### config.mk
export PLATFORM = sky130hd
export DESIGN_NAME = gemm_loop_ctrl
export DESIGN_NICKNAME = d
export VERILOG_FILES = /design/src/rtl/gemm_pkg.sv /design/src/rtl/gemm_ctrl_delay.sv /design/src/rtl/gemm_loop_ctrl.sv
export SDC_FILE = /design/constraint.sdc
export NUM_CORES = 1
export LEC_CHECK = 0
export CORE_ASPECT_RATIO = 0.7
export CORE_UTILIZATION = 35
export DETAILED_ROUTE_END_ITERATION = 10
export PLACE_DENSITY = 0.51
export SETUP_SLACK_MARGIN = 0.05
export SLEW_MARGIN = 25
export SYNTH_ARGS = -nofsm -noshare
export SYNTH_HDL_FRONTEND = slang
export SYNTH_HIERARCHICAL = 1
export SYNTH_SLANG_ARGS = --single-unit
### constraint.sdc
create_clock -name clk_i -period 2.9 [get_ports clk_i]
set_input_delay 0.58 -clock clk_i [delete_from_list [all_inputs] [get_ports clk_i]]
set_output_delay 0.58 -clock clk_i [all_outputs]
set_load 0.02 [all_outputs]
### src/rtl/gemm_pkg.sv
// gemm_pkg: shared types and default widths for the GEMM accelerator control path.
// Exports: ctrl_state_e (loop FSM states), mac_ctrl_t (per-cycle MAC/write strobes),
// and default width constants used as parameter defaults by the blocks.
package gemm_pkg;
    localparam int InDataWidth   = 8;
    localparam int OutDataWidth  = 32;
    localparam int AddrWidth     = 12;
    localparam int SizeAddrWidth = 8;

    typedef enum logic [1:0] {IDLE, RUN, DRAIN, DONE} ctrl_state_e;

    typedef struct packed {
        logic                 valid;
        logic                 clear;
        logic                 last;
        logic [AddrWidth-1:0] c_addr;
    } mac_ctrl_t;
endpackage

### src/rtl/gemm_ctrl_delay.sv
// gemm_ctrl_delay: fixed-depth shift register for mac_ctrl_t, cleared on reset.
// Ports: clk, rst (sync, active high), d (entry), q (entry delayed by Depth cycles).
module gemm_ctrl_delay
    import gemm_pkg::*;
#(
    parameter int Depth = 1
) (
    input  logic      clk,
    input  logic      rst,
    input  mac_ctrl_t d,
    output mac_ctrl_t q
);
    mac_ctrl_t pipe [Depth];

    always_ff @(posedge clk) begin
        if (rst) begin
            for (int i = 0; i < Depth; i++) pipe[i] <= '0;
        end else begin
            pipe[0] <= d;
            for (int i = 1; i < Depth; i++) pipe[i] <= pipe[i-1];
        end
    end

    assign q = pipe[Depth-1];
endmodule

### src/rtl/gemm_loop_ctrl.sv
// gemm_loop_ctrl: m/n/k loop-nest walker driving SRAM A/B reads, MAC strobes and C writes.
// Ports: clk_i/rst_i (sync active-high reset), start_i + M/K/N_size_i (job request),
// sram_a/b_addr_o (read addresses), mac_valid/clear/last_o (MAC strobes, one cycle after
// the address), sram_c_addr_o/sram_c_we_o (result write), busy_o, done_o (completion pulse).
module gemm_loop_ctrl
    import gemm_pkg::*;
#(
    parameter int AddrWidth     = 12,
    parameter int SizeAddrWidth = 8,
    parameter int MacLatency    = 1
) (
    input  logic                     clk_i,
    input  logic                     rst_i,
    input  logic                     start_i,
    input  logic [SizeAddrWidth-1:0] M_size_i,
    input  logic [SizeAddrWidth-1:0] K_size_i,
    input  logic [SizeAddrWidth-1:0] N_size_i,
    output logic [AddrWidth-1:0]     sram_a_addr_o,
    output logic [AddrWidth-1:0]     sram_b_addr_o,
    output logic                     mac_valid_o,
    output logic                     mac_clear_o,
    output logic                     mac_last_o,
    output logic [AddrWidth-1:0]     sram_c_addr_o,
    output logic                     sram_c_we_o,
    output logic                     busy_o,
    output logic                     done_o
);
    localparam int AW = AddrWidth;
    localparam int SW = SizeAddrWidth;
    localparam int PW = $bits(mac_ctrl_t) - 3;
    localparam int DW = $clog2(MacLatency + 1);

    ctrl_state_e     state, nxt;
    logic [SW-1:0]   m_sz, k_sz, n_sz, m, n, k;
    logic [AW-1:0]   a_row, b_addr, c_cnt;
    logic [DW-1:0]   drain;
    logic            done_q;
    logic            accept, zero, issue, k_last, n_last, m_last, job_end, drain_end;
    mac_ctrl_t       s1_nxt, s1, wr;
    logic            unused_wr_clear;

    // done_q marks the pulse cycle, already back in IDLE; start is not taken there.
    assign accept    = state == IDLE && start_i && !done_q;
    assign zero      = M_size_i == '0 || K_size_i == '0 || N_size_i == '0;
    assign issue     = state == RUN;
    assign k_last    = k == k_sz - SW'(1);
    assign n_last    = n == n_sz - SW'(1);
    assign m_last    = m == m_sz - SW'(1);
    assign job_end   = k_last && n_last && m_last;
    assign drain_end = drain == DW'(MacLatency - 1);

    always_comb begin
        nxt = state;
        case (state)
            IDLE:    nxt = accept ? (zero ? DONE : RUN) : IDLE;
            RUN:     nxt = job_end ? DRAIN : RUN;
            DRAIN:   nxt = drain_end ? DONE : DRAIN;
            default: nxt = IDLE;
        endcase
    end

    always_ff @(posedge clk_i) begin
        if (rst_i) begin
            state  <= IDLE;
            done_q <= 1'b0;
            drain  <= '0;
        end else begin
            state  <= nxt;
            done_q <= state == DONE;
            drain  <= state == DRAIN ? drain + DW'(1) : '0;
        end
    end

    // Incremental address generation: a = row base + k, b strides by N, c counts elements.
    always_ff @(posedge clk_i) begin
        if (rst_i) begin
            m_sz   <= '0;
            k_sz   <= '0;
            n_sz   <= '0;
            m      <= '0;
            n      <= '0;
            k      <= '0;
            a_row  <= '0;
            b_addr <= '0;
            c_cnt  <= '0;
        end else if (accept) begin
            m_sz   <= M_size_i;
            k_sz   <= K_size_i;
            n_sz   <= N_size_i;
            m      <= '0;
            n      <= '0;
            k      <= '0;
            a_row  <= '0;
            b_addr <= '0;
            c_cnt  <= '0;
        end else if (issue) begin
            if (k_last) begin
                k      <= '0;
                c_cnt  <= c_cnt + AW'(1);
                b_addr <= n_last ? '0 : AW'(n) + AW'(1);
                n      <= n_last ? '0 : n + SW'(1);
                if (n_last) begin
                    m     <= m + SW'(1);
                    a_row <= a_row + AW'(k_sz);
                end
            end else begin
                k      <= k + SW'(1);
                b_addr <= b_addr + AW'(n_sz);
            end
        end
    end

    always_comb begin
        s1_nxt        = '0;
        s1_nxt.valid  = issue;
        s1_nxt.clear  = issue && k == '0;
        s1_nxt.last   = issue && k_last;
        s1_nxt.c_addr = (issue && k_last) ? PW'(c_cnt) : '0;
    end

    // Stage 1 lines up with the SRAM read latency; the second delay covers the MAC.
    gemm_ctrl_delay #(.Depth(1)) u_rd_dly (
        .clk (clk_i),
        .rst (rst_i),
        .d   (s1_nxt),
        .q   (s1)
    );

    gemm_ctrl_delay #(.Depth(MacLatency)) u_wr_dly (
        .clk (clk_i),
        .rst (rst_i),
        .d   (s1),
        .q   (wr)
    );

    assign unused_wr_clear = wr.clear;

    assign sram_a_addr_o = issue ? a_row + AW'(k) : '0;
    assign sram_b_addr_o = issue ? b_addr : '0;
    assign mac_valid_o   = s1.valid;
    assign mac_clear_o   = s1.clear;
    assign mac_last_o    = s1.last;
    assign sram_c_we_o   = wr.valid && wr.last;
    assign sram_c_addr_o = sram_c_we_o ? AW'(wr.c_addr) : '0;
    assign busy_o        = state != IDLE || done_q;
    assign done_o        = done_q;
endmodule

==> metrics.csv, run 1 <==
metric,value,unit
status,"complete, but fails checks",
failing checks,negative setup slack,
Die H,118,um
Final WS setup,-27.4,ps
Worst setup SP type,flip-flop,
dpl cells,1156,
CTS buffer count,17,
worst endpoint required time,2320,ps
slew margin rel.,66.7,%
initial antenna violation count,0,
first-pass GRT wire length,30.1,mm
Row Count,42,
"reg-to-reg slack, setup",120,ps
maximum clock path buffer count,2,
Routed WL,18.5,mm
CTS tree,built,
GR Overflow Total,0,
DIE AREA,19800,um^2
Port-buffer cells,68,
PwrDens,578,nW/um^2
vias in the first global route,5497,
Final nets,1001,
Leak,3.50,nW
worst hold start,drain,
worst min path class,reg2reg,
diodes inserted,0,
Crit Reg-Reg Endpoint,m[7],
final period utilization,101,%
drt wl/cell,15.5,um
core box area,18900,um^2
DPL Wire Length,13.8,mm
WHS Path Cells,1,
DR DRC count,0,
Tot GR Track Use,19.5,%
Worst-Margin Slew,495,ps
max-cap viol count,0,
post-layout util,46.2,%
fmax,0.342,GHz
GPL Wtd Cong,0.826,
pin count of the biggest net entering global routing,33,
Top-Level Pins,69,
critical path capture point type,output pin,
WHS Endpoint,drain,
FILL cells,1834,
Syn Nets,890,
Mapped Area,6740,um^2
R2R cell count,8,
1st-iter DRT viols,429,
synthesis-to-finish area growth,29.4,%
# clock sinks,117,
"Clk Latency, worst-skew pair",430,ps
maximum vdd ir drop,0.000311,V
Final ANT Viol Nets,0,
minimum clock period,2930,ps
initial core utilization,35.7,%
routed vias,6098,
worst-path maximum fanout,4,
synthesized instance count,828,
Post-Layout Cell Count,1194,
DR pass1 iterations,5,
RSZ-0062 raised after global routing,yes,
# setup viols final,2,
Avg Inst Size Synth,8.14,um^2
YS warnings,6,
die width,168,um
"Clk pin slew, worst setup/hold paths",60,ps
Setup Crit Path Kind,reg2out,
# H-tree levels,4,
Worst R2R Start,k_sz[1],
CP Data Arrival Time,2350,ps
Via density,5.11,
CTS Root Cell,clkbuf_16,
layout cells sized above 1,17.9,%
Clock Skews,10.1,ps
Final Hold Viols,0,
max-slew violation count,0,
[per-stage QoR]
stage / setup TNS, ps / worst slack (ps) / power (W) / instance area, um^2 / hold WS [ps]
final: -42.7 / -27.4 / 0.00504 / 8720 / 421
after global routing: -761 / -188 / 0.00532 / 8720 / 448
after CTS: -172 / -61.6 / 0.00503 / 8590 / 423
after detailed placement: -1370 / -295 / 0.00306 / 8010 / 415
after global placement: -1260 / -325 / 0.00306 / 8010 / 409
after floorplan: 0 / 238 / 0.00260 / 6740 / 400
[critical path, stage by stage, from the launching register on]
cell	delay [ps]
dfxtp_2	320
ha_1	270
a21o_1	110
a21o_1	140
a21oi_2	70
o21ai_2	180
a31oi_4	140
or3_1	320
a21oi_1	190
buf_4	170
[registers in the layout (all words and copies together) (netlist names)]
register and flops:
m_sz 8, k 8, u_rd_dly/pipe 15, u_wr_dly/pipe 14, drain 1, done_o 1, b_addr 12, n_sz 8
state 2, a_row 12, c_cnt 12, n 8, k_sz 8, m 8
[power by group]
group / total [W] / switching [W] / internal (W)
logic: 0.00128 / 0.000761 / 0.000521
registers: 0.00180 / 0.000108 / 0.00169
clock network: 0.00196 / 0.000850 / 0.00111
[cells in the final DEF, fill, tap and decap left out, types with 8 or more instances in the layout]
master           count
and2_1              28
nor2b_2             15
nor4_1              13
o31ai_1              8
nand3_1             31
or4_1               17
inv_1               29
xnor2_1             36
nor3_1              17
nand2_1             92
clkdlybuf4s50_1     57
nor2b_1             12
buf_4               65
clkbuf_16           17
dfxtp_1            111
o22ai_1             10
o211ai_1             9
a21oi_1             73
or3_1                8
o21ai_0             26
ha_1                30
and3_1              25
xor2_1              24
nor2_1              49
a21o_1               8
[how the worst max path moves through the flow]
| stage | cells past startpoint | start | slack, ps | endpoint |
|---|---|---|---|---|
| 3_5_place_dp | 9 | k[1] | -290 | sram_a_addr_o[11] |
| 4_1_cts | 10 | k[1] | -60 | sram_a_addr_o[6] |
| 3_3_place_gp | 9 | k[1] | -320 | sram_a_addr_o[11] |
| 6_report | 9 | k[1] | -30 | sram_a_addr_o[9] |
| 2_1_floorplan | 9 | k[0] | 240 | sram_a_addr_o[6] |
| 5_1_grt | 10 | k[0] | -190 | sram_a_addr_o[6] |
[metal layers]
layer | GRT usage (%) | wire length [um]
met5 | 0 | 0
met4 | 5.33 | 147
met3 | 4.07 | 894
met2 | 23.6 | 6530
met1 | 32.5 | 10900
[what timing repair did]
item	4_1_cts	5_1_grt
gates cloned	0	1
hold buffers	0	0
pin swaps	6	5
setup buffers	0	5
endpoints found under the setup margin	25	52
gates resized for setup	55	31
[layout make-up]
cell class	instances	area [um^2]	share of cell area [%]
multi-input combinational	639	4220	48.4
sequential	117	2350	26.9
timing repair buffer	133	1170	13.5
clock buffer	17	425	4.88
tap	242	303	3.47
clock inverter	15	125	1.43
inverter	31	119	1.36
Power figures use the tool's default switching activity.
==> inputs of run 2 (changes only) <==
--- a/config.mk
+++ b/config.mk
@@ -6,11 +6,11 @@
 export NUM_CORES = 1
 export LEC_CHECK = 0
 export CORE_ASPECT_RATIO = 0.7
-export CORE_UTILIZATION = 35
+export CORE_UTILIZATION = 58
 export DETAILED_ROUTE_END_ITERATION = 10
-export PLACE_DENSITY = 0.51
+export PLACE_DENSITY = 0.78
+export RECOVER_POWER = 25
 export SETUP_SLACK_MARGIN = 0.05
-export SLEW_MARGIN = 25
 export SYNTH_ARGS = -nofsm -noshare
 export SYNTH_HDL_FRONTEND = slang
 export SYNTH_HIERARCHICAL = 1
==> run 2 against run 1 <==
Net effect: the run ends with max-capacitance violations, max-slew violations, negative setup slack left; routed wire length increased by 6.7%; utilization up 32 points; maximum frequency decreased by 3.0%; sequential power hardly changed.
==> metrics.csv, run 2 (synthesized netlist as in run 1, its figures left out) <==
metric,value,unit,change
# setup viols final,6,,was 2
DPL Wire Length,13.4,mm,was 13.8 mm
WL met1,8.82,mm,was 10.9 mm
Final WS setup,-117,ps,was -27.4 ps
Die H,92.2,um,was 118 um
max-cap viol count,1,,was 0
maximum clock path buffer count,2,,unchanged
CTS Root Cell,clkbuf_16,,unchanged
"commonest non-fill, non-tap cell in the layout",dfxtp_1,,unchanged
Clk network pwr share,44.7,%,was 38.9%
Row Count,32,,was 42
Internal Dissipation,0.00386,W,was 0.00332 W
DR pass1 iterations,6,,was 5
slew margin rel.,-0.654,%,was 66.7%
initial core utilization,60.3,%,was 35.7%
Worst-Margin Slew,1510,ps,was 495 ps
CTS buffer count,17,,unchanged
Port-buffer cells,68,,unchanged
# H-tree levels,4,,unchanged
Tot GR Track Use,34.4,%,was 19.5%
Leak,3.55,nW,was 3.50 nW
Biggest register,u_rd_dly/pipe,,unchanged
failing checks,"max-capacitance violations, max-slew violations, negative setup slack",,was negative setup slack
GR Overflow Total,0,,unchanged
worst-path maximum fanout,3,,was 4
Top Metal Used,met4,,unchanged
synthesis-to-finish area growth,29.8,%,was 29.4%
routed vias,6673,,was 6098
metal3 WL,2.14,mm,was 894 um
DIE AREA,12100,um^2,was 19800 um^2
WL met2,8.56,mm,was 6.53 mm
vias in the first global route,6239,,was 5497
Worst setup SP type,flip-flop,,unchanged
PwrDens,637,nW/um^2,was 578 nW/um^2
core box area,11200,um^2,was 18900 um^2
# clock sinks,117,,unchanged
status,"complete, but fails checks",,unchanged
worst endpoint required time,2320,ps,about the same
initial antenna violation count,0,,unchanged
final period utilization,104,%,was 101%
"Clk Latency, worst-skew pair",420,ps,was 430 ps
DR DRC count,0,,unchanged
drt wl/cell,18.0,um,was 15.5 um
FILL cells,771,,was 1834
post-layout util,78.2,%,was 46.2%
first-pass GRT wire length,31.6,mm,was 30.1 mm
top flop regs,"u_rd_dly/pipe (15), u_wr_dly/pipe (14)",,unchanged
GPL Wtd Cong,0.907,,was 0.826
Routed WL,19.8,mm,was 18.5 mm
diodes inserted,0,,unchanged
Setup Crit Path Kind,reg2out,,unchanged
CP Data Arrival Time,2440,ps,was 2350 ps
maximum vdd ir drop,0.000478,V,was 0.000311 V
worst min path class,reg2reg,,unchanged
max-slew violation count,32,,was 0
Via density,6.06,,was 5.11
Clock Skews,10.7,ps,was 10.1 ps
minimum clock period,3020,ps,was 2930 ps
"Clk pin slew, worst setup/hold paths",60,ps,about the same
pin count of the biggest net entering global routing,40,,was 33
die width,131,um,was 168 um
fmax,0.331,GHz,was 0.342 GHz
Net Sw Frac,30.6,%,was 34.1%
Final ANT Viol Nets,0,,unchanged
most frequent cells in the layout,"112 x dfxtp_1, 91 x nand2_1, 73 x a21oi_1, 59 x buf_4, 57 x clkdlybuf4s50_1",,"was 111 x dfxtp_1, 92 x nand2_1, 73 x a21oi_1, 65 x buf_4, 57 x clkdlybuf4s50_1"
1st-iter DRT viols,535,,was 429
Switching Power,0.00170,W,was 0.00172 W
Top-Level Pins,69,,unchanged
Comb power frac,22.9,%,was 25.4%
max FFs per register,15,,unchanged
Power Total,0.00556,W,was 0.00504 W
sequential share of power,32.4,%,was 35.7%
layout cells sized above 1,17.1,%,was 17.9%
RSZ-0062 raised after global routing,yes,,unchanged
CTS tree,built,,unchanged
critical path capture point type,output pin,,unchanged
Final nets,997,,was 1001
Final Hold Viols,0,,unchanged
==> run 2: cell type report <==
| type | instances | area (um^2) | area share, % |
|---|---|---|---|
| Inverter | 31 | 118 | 1.35 |
| Sequential cell | 117 | 2350 | 26.9 |
| Timing Repair Buffer | 129 | 1140 | 13.0 |
| Clock buffer | 19 | 453 | 5.18 |
| Clock inverter | 13 | 241 | 2.76 |
| Multi-Input combinational cell | 639 | 4250 | 48.6 |
| Tap cell | 153 | 191 | 2.19 |
==> run 2: metrics by stage <==
stage | setup WS [ps] | std cells | area [um^2] | setup TNS [ps] | hold slack [ps]
finish | -117 | 1101 | 8740 | -391 | 431
global route | -201 | 1101 | 8740 | -887 | 445
CTS | -75.2 | 1096 | 8620 | -178 | 432
global placement | -213 | 1060 | 7850 | -946 | 407
detailed placement | -292 | 1060 | 7850 | -1330 | 423
floorplan | 238 | 828 | 6740 | 0 | 400
==> run 2: repair_timing <==
action                     CTS  global route
hold buffers                 0             0
pin swaps                   10             7
setup endpoints to repair   24            33
resized for setup           59            29
setup buffers                4             5
==> run 2: worst max-delay path, stage by stage, from the launching register on <==
cell,delay (ps)
dfxtp_2,340
ha_4,260
a21o_1,110
a21o_1,150
a21oi_2,80
o21ai_2,190
a31oi_4,140
buf_6,150
or3_4,320
a21oi_2,130
buf_4,150
==> run 2: worst paths after layout <==
check | from | to | depth (start not counted) | slack (ps)
hold / removal | u_rd_dly/pipe[0][3] | u_wr_dly/pipe[0][3] | 1 | 430
hold reg to reg | u_rd_dly/pipe[0][3] | u_wr_dly/pipe[0][3] | 1 | 430
setup reg to reg | k_sz[2] | m[2] | 9 | 190
setup / recovery | a_row[1] | sram_a_addr_o[11] | 10 | -120
==> run 2: layer usage <==
metal | up-vias | track usage (%)
met5 | - | 0
met4 | 0 | 8.52
met3 | 38 | 11.3
met2 | 364 | 51.3
met1 | 3120 | 47.5
li1 | 3151 | -
==> run 2: power groups by stage <==
stage | clock (W) | sequential, W | combinational, W
2_1_floorplan | 0 | 0.00180 | 0.000793
3_3_place_gp | 0 | 0.00182 | 0.00115
3_5_place_dp | 0 | 0.00182 | 0.00119
4_1_cts | 0.00248 | 0.00179 | 0.00122
5_1_grt | 0.00258 | 0.00181 | 0.00138
6_report | 0.00248 | 0.00180 | 0.00128
